**src/rtl/pwr_seq.sv**
```systemverilog
// pwr_seq: multi-channel rail power sequencer with settle/drain timing on io tri-state.
// Define PWR_SEQ_STAGGER_EN to allow only one channel in RAMP at a time (lowest index first).
module pwr_seq #(
  parameter int CHANNELS    = 2,
  parameter int ON_CYCLES   = 5000,
  parameter int OFF_CYCLES  = 100,
  parameter int SYNC_STAGES = 2
) (
  input  logic                clk,
  input  logic                rst,
  input  logic [CHANNELS-1:0] req,
  output logic [CHANNELS-1:0] pwr_ena,
  output logic [CHANNELS-1:0] io_tri,
  output logic [CHANNELS-1:0] ready,
  output logic                busy
);
  localparam int MAX_CYC = (ON_CYCLES > OFF_CYCLES) ? ON_CYCLES : OFF_CYCLES;
  localparam int CW = $clog2(MAX_CYC + 1);
  typedef enum logic [1:0] {S_OFF, S_RAMP, S_ON, S_DRAIN} state_t;
  logic [SYNC_STAGES-1:0][CHANNELS-1:0] r_sync;
  logic [CHANNELS-1:0] w_req_s, w_cand, w_grant, w_bz;
  logic r_busy;
  always_ff @(posedge clk or posedge rst)
    if (rst) r_sync <= '0;
    else r_sync <= {r_sync[SYNC_STAGES-2:0], req};
  assign w_req_s = r_sync[SYNC_STAGES-1];
`ifdef PWR_SEQ_STAGGER_EN
  logic [CHANNELS-1:0] w_in_ramp;
  // isolate the lowest requesting channel, and only while nobody is ramping
  assign w_grant = (|w_in_ramp) ? '0 : (w_cand & (~w_cand + CHANNELS'(1)));
`else
  assign w_grant = w_cand;
`endif
  for (genvar g = 0; g < CHANNELS; g++) begin : g_ch
    state_t r_state, w_next;
    logic [CW-1:0] r_ctr, w_ctr;
    logic r_pwr, r_tri;
    always_ff @(posedge clk or posedge rst)
      if (rst) begin
        r_state <= S_OFF;
        r_ctr   <= '0;
        r_pwr   <= 1'b0;
        r_tri   <= 1'b1;
      end else begin
        r_state <= w_next;
        r_ctr   <= w_ctr;
        r_pwr   <= w_next != S_OFF;
        r_tri   <= w_next != S_ON;
      end
    always_comb begin
      w_next = r_state;
      w_ctr  = r_ctr;
      case (r_state)
        S_OFF:
          if (w_grant[g]) begin
            w_next = S_RAMP;
            w_ctr  = CW'(ON_CYCLES);
          end
        S_RAMP:
          if (!w_req_s[g]) w_next = S_OFF;
          else if (r_ctr == CW'(1)) w_next = S_ON;
          else w_ctr = r_ctr - CW'(1);
        S_ON:
          if (!w_req_s[g]) begin
            w_next = S_DRAIN;
            w_ctr  = CW'(OFF_CYCLES);
          end
        default:
          if (r_ctr == CW'(1)) w_next = S_OFF;
          else w_ctr = r_ctr - CW'(1);
      endcase
    end
    assign w_cand[g]  = (r_state == S_OFF) && w_req_s[g];
    assign w_bz[g]    = (w_next == S_RAMP) || (w_next == S_DRAIN);
    assign pwr_ena[g] = r_pwr;
    assign io_tri[g]  = r_tri;
    assign ready[g]   = ~r_tri;
`ifdef PWR_SEQ_STAGGER_EN
    assign w_in_ramp[g] = r_state == S_RAMP;
`endif
  end
  always_ff @(posedge clk or posedge rst)
    if (rst) r_busy <= 1'b0;
    else r_busy <= |w_bz;
  assign busy = r_busy;
endmodule

```
**config.mk**
```make
export PLATFORM = sky130hd
export DESIGN_NAME = pwr_seq
export DESIGN_NICKNAME = d
export VERILOG_FILES = /design/src/rtl/pwr_seq.sv
export SDC_FILE = /design/constraint.sdc
export NUM_CORES = 1
export LEC_CHECK = 0
export BUFFER_PORTS_ARGS = -buffer_cell sky130_fd_sc_hd__buf_2
export CAP_MARGIN = 5
export CORE_MARGIN = 8
export CORE_UTILIZATION = 50
export CTS_CLUSTER_SIZE = 40
export DETAILED_ROUTE_END_ITERATION = 10
export HOLD_SLACK_MARGIN = 0.03
export PLACE_DENSITY_LB_ADDON = 0.05
export SLEW_MARGIN = 20
export SYNTH_ARGS = -nofsm -noshare
export SYNTH_HDL_FRONTEND = slang
export SYNTH_SLANG_ARGS = --single-unit
```
**constraint.sdc**
```tcl
create_clock -name clk -period 2.6 [get_ports clk]
set_clock_uncertainty 0.15 [all_clocks]
set_input_delay 0.13 -clock clk [delete_from_list [all_inputs] [get_ports clk]]
set_output_delay 0.13 -clock clk [all_outputs]
set_load 0.005 [all_outputs]
```
==> impl_summary.log <==
INFO  metric netlist_top_cells_area = sky130_fd_sc_hd__dfrtp_1 (40%), sky130_fd_sc_hd__o21ai_0 (4.1%), sky130_fd_sc_hd__nand2_1 (2.7%), sky130_fd_sc_hd__a31oi_1 (2.7%), sky130_fd_sc_hd__a21oi_1 (2.6%)
INFO  metric seq_area_frac_synth = 0.4182
INFO  metric cts.clk_slew.worst_paths = 0.08 ns
INFO  metric ctsHoldBuffers = 3
INFO  metric cts_made_buffers = 5
INFO  metric async_flop_share = 1.000
INFO  metric grt_start_max_net_pins = 40
INFO  metric worst-setup-path-type = reg2reg
INFO  metric dr_total_vias = 1993
INFO  metric layout.cell_area.non_filler = 0.002589 mm2
INFO  metric final_hold_viol_count = 0
INFO  metric crit_required = 2.63 ns
INFO  metric finalWorstPathRequiredPeriod = 2.238 ns
INFO  metric path_max_fanout = 8
INFO  metric fillCellCount = 414
INFO  metric clock_tree.htree_level_count = 2
INFO  metric die-width = 84.41 um
INFO  metric leakagePower = 0.001112 uW
INFO  metric final-max-slew-violation-count = 0
INFO  metric fin_setup_tns = 0 ns
INFO  metric top_level_ports = 11
INFO  metric finalSetupViolations = 0
INFO  metric wirelength = 5337 um
INFO  metric beginning_of_the_worst_hold_path = r_sync[0]
INFO  metric crit_path_end_kind = flip-flop
INFO  metric maxSlewHeadroom = 0.5225
INFO  metric yosysUniqueCellTypes = 61
INFO  metric placement.cell_area = 0.002441 mm2
INFO  metric grt_first_pass_wirelength = 9501 um
INFO  metric syn-instance-count = 256
INFO  metric power_density = 600.0 mW/mm2
INFO  metric synthesis.area = 0.002340 mm2
INFO  metric ys_warn_count = 0
INFO  metric class_of_the_tightest_hold_or_removal_check = reg2reg
INFO  metric post_cts.resized_instances = 0
INFO  metric final_nets = 276
INFO  metric mostFrequentLayoutCells = sky130_fd_sc_hd__dfrtp_1 (37), sky130_fd_sc_hd__o21ai_0 (19), sky130_fd_sc_hd__nand2_1 (17)
INFO  metric worstMarginPinSlew = 0.7162 ns
INFO  metric placementRows = 25
INFO  metric vias_per_cell = 6.170
INFO  metric most_frequent_standard_cell_in_the_layout_excluding_fill_and_tap_cells = sky130_fd_sc_hd__dfrtp_1
INFO  metric insertedDiodeCount = 0
INFO  metric maxClockFrequency = 0.4469 GHz
INFO  metric detailed_place_hpwl = 3792 um
INFO  metric synth_edf_count = 0
INFO  metric outcome = completed
INFO  metric syn_nets = 264
INFO  metric max-vdd-ir-drop = 265.4 uV
INFO  metric dr.first_iter.drc_count = 85
INFO  metric syn_avg_cell_area = 9.140 um2
INFO  metric clock_tree_from_tritoncts = done
INFO  metric worst_setup_path_start_kind = flip-flop
INFO  metric die_area = 0.007124 mm2
INFO  metric crit-reg2reg-launch = g_ch[1].r_ctr[1]
INFO  metric worst_setup_path_startpoint = g_ch[1].r_ctr[1]
INFO  metric areaGrowthSynthToFinish = 10.64%
INFO  metric postCtsSetupRepairBufs = 0
INFO  metric root_buffer = sky130_fd_sc_hd__clkbuf_8
INFO  metric antenna_violating_nets_post_route = 0
INFO  metric start_util = 0.5054
INFO  metric data_arrival_time_at_the_worst_slack_endpoint = 2.27 ns
INFO  metric numPortBuffers = 10
INFO  metric grt_antenna_before_repair = 0
INFO  metric grtUsageTotal = 0.1623
INFO  metric timing.final.crit_share = 0.8607
INFO  metric gpl.final_weighted_congestion = 0.8241
INFO  metric grt_setup_unrepaired = no
INFO  metric grt_pass1_vias = 1980
INFO  metric core_area = 0.004629 mm2
INFO  metric yosys_most_used_dff = sky130_fd_sc_hd__dfrtp_1
INFO  metric synth-seq-cells = 39
INFO  metric drive_above_1_share = 0.1747
INFO  metric first_pass_iters = 4
INFO  metric maxCapViolations = 0
INFO  metric grt_remaining_overflow = 0
INFO  metric worstSkewPairLatency = 0.29 ns
INFO  metric dr_drc_count = 0
INFO  metric die_height = 84.41 um
INFO  metric wire_per_inst = 16.52 um
INFO  metric netlist.area_leader.share = 0.3957
INFO  metric clock_net_sink_count = 39
INFO  metric synth.largest_area_cell = sky130_fd_sc_hd__dfrtp_1
INFO  metric clockBufferDepth = 2
## power by group
| part | internal, uW | switching [uW] | total (uW) |
|---|---|---|---|
| logic | 122 | 156 | 278 |
| clock network | 311 | 214 | 525 |
| registers | 660 | 90.7 | 751 |
| total | 1090 | 461 | 1550 |
## final cells by class
type	instances	area, um2	share of cell area
Clock buffer	6	82.58	0.03190
Clock inverter	2	35.03	0.01353
Inverter	15	56.30	0.02175
Multi-Input combinational cell	184	1214	0.4688
Sequential cell	39	978.4	0.3780
Tap cell	54	67.56	0.02610
Timing Repair Buffer	23	155.1	0.05993
## worst max-delay path: stages (launching register included)
cell and delay [ns]:
sky130_fd_sc_hd__dfrtp_1 0.41, sky130_fd_sc_hd__inv_1 0.09, sky130_fd_sc_hd__ha_1 0.13, sky130_fd_sc_hd__nor4b_1 0.38
sky130_fd_sc_hd__and4_1 0.45, sky130_fd_sc_hd__mux2_2 0.39, sky130_fd_sc_hd__nand2b_1 0.14
## stage by stage
stage	instances	utilization	hold slack, ns	total power, uW	setup WS [ns]
floorplan	256	-	0.01143	960.9	0.5878
global placement	312	0.5273	0.08860	1032	0.4178
detailed placement	312	0.5273	0.08993	1035	0.3856
CTS	323	0.5592	0.2066	1573	0.3661
global route	323	0.5592	0.2085	1639	0.1987
finish	323	0.5592	0.2028	1553	0.3623
## synth_stat cells, types with 2 or more instances
cell type	n
sky130_fd_sc_hd__a211o_1	2
sky130_fd_sc_hd__a211oi_1	2
sky130_fd_sc_hd__a21oi_1	12
sky130_fd_sc_hd__a31o_2	2
sky130_fd_sc_hd__a31oi_1	10
sky130_fd_sc_hd__and4_1	2
sky130_fd_sc_hd__buf_2	7
sky130_fd_sc_hd__buf_4	4
sky130_fd_sc_hd__clkbuf_1	7
sky130_fd_sc_hd__dfrtp_1	37
sky130_fd_sc_hd__dfstp_2	2
sky130_fd_sc_hd__ha_1	4
sky130_fd_sc_hd__inv_1	15
sky130_fd_sc_hd__mux2i_1	3
sky130_fd_sc_hd__nand2_1	17
sky130_fd_sc_hd__nand2b_1	6
sky130_fd_sc_hd__nand3_1	8
sky130_fd_sc_hd__nand3b_1	2
sky130_fd_sc_hd__nand4_1	7
sky130_fd_sc_hd__nand4b_1	2
sky130_fd_sc_hd__nor2_1	13
sky130_fd_sc_hd__nor2b_1	6
sky130_fd_sc_hd__nor3_1	9
sky130_fd_sc_hd__nor3b_1	2
sky130_fd_sc_hd__nor4_1	3
sky130_fd_sc_hd__nor4_2	2
sky130_fd_sc_hd__nor4b_2	2
sky130_fd_sc_hd__o211ai_1	4
sky130_fd_sc_hd__o21a_1	2
sky130_fd_sc_hd__o21ai_0	19
sky130_fd_sc_hd__o31a_1	2
sky130_fd_sc_hd__o31ai_1	6
sky130_fd_sc_hd__or2_2	2
sky130_fd_sc_hd__or3_1	2
sky130_fd_sc_hd__or3b_2	2
sky130_fd_sc_hd__or4_1	4
## routing by layer
metal / up-vias / global-route usage / part of all wire
met2: 36 / 0.2822 / 0.53
li1: 970 / - / -
met5: - / 0 / 0
met4: 0 / 0.06149 / 0.013
met1: 979 / 0.1951 / 0.43
met3: 8 / 0.02634 / 0.023
## registers in the layout (all words and copies together), names as in the netlist
name and flops:
busy 1, g_ch.r_ctr 26, g_ch.r_pwr 2, g_ch.r_state 4
g_ch.r_tri 2, r_sync 2, w_req_s 2
## worst paths after layout
check	end	slack, ns	cells past startpoint
max in group asynchronous	g_ch[1].r_tri	1.60	4
min in group asynchronous	g_ch[1].r_ctr[2]	0.34	4
setup / recovery	g_ch[1].r_pwr	0.36	6
hold reg to reg	w_req_s[0]	0.20	0
setup reg to reg	g_ch[1].r_pwr	0.36	6
hold / removal	w_req_s[0]	0.20	0
## logic make-up (layout without fill, tap and decap cells)
family	Yosys count	after routing	share of synthesized area
and+or+nand+nor	99	99	0.2599
AOI/OAI and AO/OA	76	76	0.2160
DFF	39	39	0.4182
buffers and inverters	33	46	0.06310
adders and majority gates	4	4	0.02139
muxes	4	4	0.01765
xor gates and xnor gates	1	1	0.003744
(Power assumes the default switching activity.)
